File: src/rtl/aes_arb_pkg.sv
// -----------------------------------------------------------------------------
// aes_arb_pkg
// Shared types and constants for the AES job arbiter slice.
//   - state_e : job sequencing states of aes_job_arbiter
//   - AES_W   : AES block / key width
//   - idx_w() : index width for an n-entry selector (never below 1 bit)
// -----------------------------------------------------------------------------
package aes_arb_pkg;

  localparam int AES_W = 128;

  typedef enum logic [2:0] {
    IDLE   = 3'd0,
    CLEAR  = 3'd1,
    SETTLE = 3'd2,
    START  = 3'd3,
    RUN    = 3'd4,
    DONE   = 3'd5
  } state_e;

  // ceil(log2(n)), but at least 1 so that a 1- or 2-entry index still has a bit
  function automatic int idx_w(input int n);
    if (n <= 2) return 1;
    return $clog2(n);
  endfunction

endpackage

File: src/rtl/aes_job_arbiter_rr.sv
// -----------------------------------------------------------------------------
// rr_arbiter
// Combinational round-robin picker. Searches req starting at pointer+1 and
// wrapping around; pointer itself is checked last.
// Ports:
//   req     [N-1:0]  request vector
//   pointer [IW-1:0] index of the most recently served requester
//   gnt     [IW-1:0] index of the winning requester (0 when any_req is low)
//   any_req          at least one request bit set
// -----------------------------------------------------------------------------
module rr_arbiter
  import aes_arb_pkg::*;
#(
  parameter  int N  = 4,
  localparam int IW = idx_w(N)
) (
  input  logic [N-1:0]  req,
  input  logic [IW-1:0] pointer,
  output logic [IW-1:0] gnt,
  output logic          any_req
);

  // one extra bit so pointer+offset (at most 2N-1) never overflows before wrap
  logic [IW:0] sum;

  always_comb begin
    gnt     = '0;
    any_req = |req;
    sum     = '0;
    // Walk offsets from farthest to nearest; the last hit (smallest offset
    // from pointer+1) overwrites earlier ones and therefore wins.
    for (int off = N; off >= 1; off--) begin
      sum = {1'b0, pointer} + (IW+1)'(off);
      if (sum >= (IW+1)'(N)) begin
        sum = sum - (IW+1)'(N);
      end
      if (req[sum[IW-1:0]]) begin
        gnt = sum[IW-1:0];
      end
    end
  end

endmodule

File: src/rtl/aes_job_arbiter.sv
// -----------------------------------------------------------------------------
// aes_job_arbiter
// Shares one AES-128 decryption core among N requesters. A round-robin pick
// latches the winner's ciphertext and key, then the core is sequenced:
// reset pulse, key settle, start strobe, wait for done (with timeout). The
// plaintext (or an error) is returned to the winner with a one-cycle ack.
// Ports:
//   clk, reset                 clock, asynchronous active-high reset
//   req/req_msg/req_key        host side: level requests, packed 128-bit lanes
//   ack/resp_data/resp_id/
//   resp_err/busy              host side responses (all registered)
//   core_reset_n/core_msg_en/
//   core_key/core_io_ready     drive the decryption core (registered)
//   core_aes_ready/core_msg_de core done level and plaintext
// -----------------------------------------------------------------------------
module aes_job_arbiter
  import aes_arb_pkg::*;
#(
  parameter  int N          = 4,
  parameter  int KEY_SETTLE = 12,
  parameter  int TIMEOUT    = 255,
  localparam int IW         = idx_w(N)
) (
  input  logic                 clk,
  input  logic                 reset,
  input  logic [N-1:0]         req,
  input  logic [N*AES_W-1:0]   req_msg,
  input  logic [N*AES_W-1:0]   req_key,
  output logic [N-1:0]         ack,
  output logic [AES_W-1:0]     resp_data,
  output logic [IW-1:0]        resp_id,
  output logic                 resp_err,
  output logic                 busy,
  output logic                 core_reset_n,
  output logic [AES_W-1:0]     core_msg_en,
  output logic [AES_W-1:0]     core_key,
  output logic                 core_io_ready,
  input  logic                 core_aes_ready,
  input  logic [AES_W-1:0]     core_msg_de
);

  localparam int SW = idx_w(KEY_SETTLE + 1);
  localparam int TW = idx_w(TIMEOUT + 1);

  // unpacked views of the packed request lanes
  logic [AES_W-1:0] msg_lane [N];
  logic [AES_W-1:0] key_lane [N];

  for (genvar gi = 0; gi < N; gi++) begin : g_lane
    assign msg_lane[gi] = req_msg[gi*AES_W +: AES_W];
    assign key_lane[gi] = req_key[gi*AES_W +: AES_W];
  end

  state_e           state_q, state_d;
  logic [SW-1:0]    settle_cnt_q, settle_cnt_d;
  logic [TW-1:0]    tmo_cnt_q, tmo_cnt_d;
  logic [IW-1:0]    gnt_id_q, gnt_id_d;
  logic [IW-1:0]    ptr_q, ptr_d;
  logic [AES_W-1:0] msg_q, msg_d;
  logic [AES_W-1:0] key_q, key_d;
  logic [AES_W-1:0] resp_data_q, resp_data_d;
  logic [IW-1:0]    resp_id_q, resp_id_d;
  logic             resp_err_q, resp_err_d;
  logic [N-1:0]     ack_q, ack_d;
  logic             busy_q, busy_d;
  logic             core_reset_n_q, core_reset_n_d;
  logic             io_ready_q, io_ready_d;

  logic [IW-1:0]    arb_gnt;
  logic             arb_any;

  rr_arbiter #(.N(N)) u_rr (
    .req     (req),
    .pointer (ptr_q),
    .gnt     (arb_gnt),
    .any_req (arb_any)
  );

  always_ff @(posedge clk or posedge reset) begin
    if (reset) begin
      state_q        <= IDLE;
      settle_cnt_q   <= '0;
      tmo_cnt_q      <= '0;
      gnt_id_q       <= '0;
      ptr_q          <= IW'(N - 1);   // requester 0 wins first
      msg_q          <= '0;
      key_q          <= '0;
      resp_data_q    <= '0;
      resp_id_q      <= '0;
      resp_err_q     <= 1'b0;
      ack_q          <= '0;
      busy_q         <= 1'b0;
      core_reset_n_q <= 1'b0;
      io_ready_q     <= 1'b0;
    end else begin
      state_q        <= state_d;
      settle_cnt_q   <= settle_cnt_d;
      tmo_cnt_q      <= tmo_cnt_d;
      gnt_id_q       <= gnt_id_d;
      ptr_q          <= ptr_d;
      msg_q          <= msg_d;
      key_q          <= key_d;
      resp_data_q    <= resp_data_d;
      resp_id_q      <= resp_id_d;
      resp_err_q     <= resp_err_d;
      ack_q          <= ack_d;
      busy_q         <= busy_d;
      core_reset_n_q <= core_reset_n_d;
      io_ready_q     <= io_ready_d;
    end
  end

  always_comb begin
    state_d      = state_q;
    settle_cnt_d = settle_cnt_q;
    tmo_cnt_d    = tmo_cnt_q;
    gnt_id_d     = gnt_id_q;
    ptr_d        = ptr_q;
    msg_d        = msg_q;
    key_d        = key_q;
    resp_data_d  = resp_data_q;
    resp_id_d    = resp_id_q;
    resp_err_d   = resp_err_q;

    case (state_q)
      IDLE: begin
        if (arb_any) begin
          gnt_id_d = arb_gnt;
          msg_d    = msg_lane[arb_gnt];
          key_d    = key_lane[arb_gnt];
          state_d  = CLEAR;
        end
      end
      CLEAR: begin
        settle_cnt_d = '0;
        state_d      = SETTLE;
      end
      SETTLE: begin
        if (settle_cnt_q == SW'(KEY_SETTLE - 1)) begin
          state_d = START;
        end else begin
          settle_cnt_d = settle_cnt_q + 1'b1;
        end
      end
      START: begin
        tmo_cnt_d = '0;
        state_d   = RUN;
      end
      RUN: begin
        // ready is checked first so a tie with the timeout counts as success
        if (core_aes_ready) begin
          resp_data_d = core_msg_de;
          resp_err_d  = 1'b0;
          resp_id_d   = gnt_id_q;
          state_d     = DONE;
        end else if (tmo_cnt_q == TW'(TIMEOUT - 1)) begin
          resp_data_d = '0;
          resp_err_d  = 1'b1;
          resp_id_d   = gnt_id_q;
          state_d     = DONE;
        end else begin
          tmo_cnt_d = tmo_cnt_q + 1'b1;
        end
      end
      DONE: begin
        ptr_d   = gnt_id_q;
        state_d = IDLE;
      end
      default: begin
        state_d = IDLE;
      end
    endcase

    // Moore outputs are decoded from the next state so that the registered
    // copy lines up with the state it belongs to.
    core_reset_n_d = (state_d == SETTLE) || (state_d == START) || (state_d == RUN);
    io_ready_d     = (state_d == START);
    busy_d         = (state_d != IDLE);
    ack_d          = '0;
    if (state_d == DONE) begin
      ack_d[gnt_id_q] = 1'b1;
    end
  end

  assign ack           = ack_q;
  assign resp_data     = resp_data_q;
  assign resp_id       = resp_id_q;
  assign resp_err      = resp_err_q;
  assign busy          = busy_q;
  assign core_reset_n  = core_reset_n_q;
  assign core_msg_en   = msg_q;
  assign core_key      = key_q;
  assign core_io_ready = io_ready_q;

endmodule

File: config.mk
export PLATFORM = sky130hd
export DESIGN_NAME = aes_job_arbiter
export DESIGN_NICKNAME = d
export VERILOG_FILES = /design/src/rtl/aes_arb_pkg.sv /design/src/rtl/aes_job_arbiter_rr.sv /design/src/rtl/aes_job_arbiter.sv
export SDC_FILE = /design/constraint.sdc
export NUM_CORES = 1
export LEC_CHECK = 0
export CORE_AREA = 5 5 599 601
export CTS_BUF_LIST = sky130_fd_sc_hd__clkbuf_4 sky130_fd_sc_hd__clkbuf_8
export CTS_CLUSTER_SIZE = 14
export DETAILED_ROUTE_END_ITERATION = 12
export DIE_AREA = 0 0 604 606
export GPL_TIMING_DRIVEN = 0
export SYNTH_ARGS = -nofsm -noshare
export SYNTH_HDL_FRONTEND = slang
export SYNTH_HIERARCHICAL = 1
export SYNTH_SLANG_ARGS = --single-unit
File: constraint.sdc
create_clock -name clk -period 13.6 [get_ports clk]
set_clock_uncertainty 0.2 [all_clocks]
set_input_delay 2.72 -clock clk [delete_from_list [all_inputs] [get_ports clk]]
set_output_delay 2.72 -clock clk [all_outputs]
set_load 0.02 [all_outputs]
==> out/qor.yml <==
status: "complete, no violations"
netlist_instances: 1275
timing.fmax_ghz: 0.1625
core_area_um2: 352100
r2r_setup_slack_ps: 9320
syn-cell-area_um2: 21430
rr_worst_depth: 7
io_pins: 1553
relSlewSlack_pct: 13.21
r2r_start: "ptr_q[1]"
start_kind: "input pin"
nets: 4106
worstHoldPathType: "reg2reg"
nFillCells: 39570
io_buffers: 1552
htreeDepth: 3
cts-resized-gates: 0
p_per_area_nw_per_um2: 219.2
viasPerCell: 2.909
syn_area_per_cell_um2: 16.81
crit_required_ps: 14120
antenna_found_initial: 310
clock-sinks: 413
layout_min_cycle_time_ps: 6154
final_cell_mix: "clkdlybuf4s50_1 (1552), dfrtp_1 (411), mux2_2 (262), mux4_2 (256), a22o_1 (128)"
clock_latency_ps: 870
power.total_mw: 10.00
yosys.area.top_type: "dfrtp_1"
grt_usage_pct: 15.82
r2r-end: "core_key[49]"
drc: 0
gp_congestion: 1.006
die_height_um: 606
root_buffer: "clkbuf_8"
post-place-ws_ps: 6530
numCtsBuffers: 101
ant_nets: 0
design_area_um2: 45620
worstSetupStartpoint: "req[1]"
worstPathMaxFanout: 10
place_hpwl_mm: 276.3
syn_nets: 2437
drv.max_cap_violation_count: 0
cts_setup_buffers: 0
cp-endpoint: "core_key[49]"
hold_viol_final: 0
grt_pass1_wl_mm: 354.2
final_util_pct: 12.96
first_global_vias: 22920
worstMarginPinSlew_ps: 1302
via_count: 22770
wl_per_cell_um: 38.73
drive_gt1_share_pct: 26.23
drtIter0Drc: 1777
synthToLayoutAreaGrowth_pct: 112.9
routed_wl_mm: 303.1
setup_slack_ps: 7446
dpl-instance-area_um2: 43170
synth_top_area_share_pct: 48.00
synth.area.top_cells: "dfrtp_1 (48%), mux4_2 (27%), mux2_2 (14%)"
synth.distinct_cells: 44
dieArea_um2: 366000
power.leakage_nw: 16.03
finalSetupViolations: 0
dr.pass1.iters: 5
cts.hold.buffers_added: 0
ys_warn_count: 6
arrival_ps: 6680
num_rows: 218
cts_tree: "yes"
critPathKind: "in2reg"
worst_setup_path_end_kind: "flip-flop"
start_util_pct: 6.085
die_w_um: 604
setup_tns_ps: 0
grt_max_degree: 39
grt_overflow: 0
cp_common_cell: "a21oi_1"
critPathSlowestCell: "clkbuf_1"
vdd_drop_max_uv: 101.7
ys_seq_area_share_pct: 48.25
fin_crit_sh_pct: 45.25
slowest_delay_ps: 1010
ys_ff_latch: 413
layout_commonest_cell: "clkdlybuf4s50_1"
drv_slew: 0
rsz0062_at_grt: "false"
clk_pin_slew_worst_paths_ps: 50
cts_buffer_depth: 4
path_cells: "clkdlybuf4s50_1, a21oi_1, a31oi_1, a21oi_1, buf_2, clkbuf_2, clkbuf_1, mux4_2, mux2_2"
[how the worst min path moves through the flow]
stage	startpoint	depth (start not counted)	endpoint	slack (ps)
2_1_floorplan	gnt_id_q[1]	1	ack[1]	280
3_3_place_gp	core_key[70]	1	core_key[70]	290
3_5_place_dp	resp_data[24]	1	resp_data[24]	290
4_1_cts	core_msg_en[5]	1	core_msg_en[5]	310
5_1_grt	resp_data[27]	1	resp_data[27]	310
6_report	core_key[58]	1	core_key[58]	300
[report_power, final]
group / switching [mW] / total [mW] / leakage, nW / internal (mW)
sequential: 0.414 / 2.26 / 4.98 / 1.84
combinational: 3.28 / 5.96 / 9.85 / 2.68
clock: 0.742 / 1.78 / 1.20 / 1.04
[state kept, by name (all words and copies together) (netlist names)]
signal         flops
core_key         128
core_msg_en      128
resp_data        128
tmo_cnt_q          8
ack                4
settle_cnt_q       4
state_q            3
gnt_id_q           2
ptr_q              2
resp_id            2
busy               1
core_io_ready      1
core_reset_n       1
resp_err           1
[worst max-delay path, delay by kind of cell]
kind | cells | cell delay (ps)
buffers and inverters | 4 | 2580
muxes | 2 | 910
AOI/OAI and AO/OA | 3 | 360
[layer usage]
| metal | track usage, % | vias up | wire (um) |
|---|---|---|---|
| li1 | - | 8663 | - |
| met1 | 16.80 | 11810 | 106500 |
| met2 | 27.48 | 1489 | 150600 |
| met3 | 8.238 | 611 | 35690 |
| met4 | 4.114 | 198 | 9109 |
| met5 | 0 | - | 1301 |
[per-stage QoR]
stage,instances,hold slack [ps]
6_report,7827,304.3
5_1_grt,7787,312.4
4_1_cts,7746,306.6
3_5_place_dp,7571,290.4
3_3_place_gp,7557,290.5
2_1_floorplan,1275,284.2
[synthesized netlist by cell type (all sizes together)]
library cell and number:
a21oi 9, a22o 128, a22oi 1, a31oi 2, a32oi 2, and2 2, and2b 1, and3 4
and3b 1, buf 73, clkbuf 44, dfrtp 411, dfstp 2, ha 3, inv 6, mux2 262
mux2i 2, mux4 256, nand2 5, nand2b 6, nand3 6, nand4 2, nand4b 1, nor2 13
nor2b 1, nor3 3, nor3b 2, nor4b 2, o211ai 4, o21a 1, o21ai 9, o221ai 1
o22ai 1, o2bb2ai 2, o31ai 1, or3 3, xnor2 1, xor2 2
[final cells by class]
class | count | area [um2] | area share [%]
repair buffers | 1566 | 15810 | 34.66
clock inverters | 20 | 301.5 | 0.6610
clock buffers | 155 | 1952 | 4.278
inverters | 6 | 26.28 | 0.05759
well taps | 4730 | 5918 | 12.97
flip-flops and latches | 413 | 10340 | 22.66
plain buffers | 117 | 619.3 | 1.358
multi-input cells | 739 | 10450 | 22.91
diodes | 81 | 202.7 | 0.4443
[kinds of logic (layout without fill, tap and decap cells)]
family          after synthesis  in the layout  synth area share [%]
simple gates                 52             52                 1.466
buf+inv                     123           1864                 2.966
other cells                   0             81                     0
fa+ha+maj                     3              3                0.1752
compound gates              161            161                 6.254
flops                       413            413                 48.25
mux                         520            520                 40.77
xor+xnor                      3              3                0.1227
No activity file was read; power rests on OpenSTA's default activity.
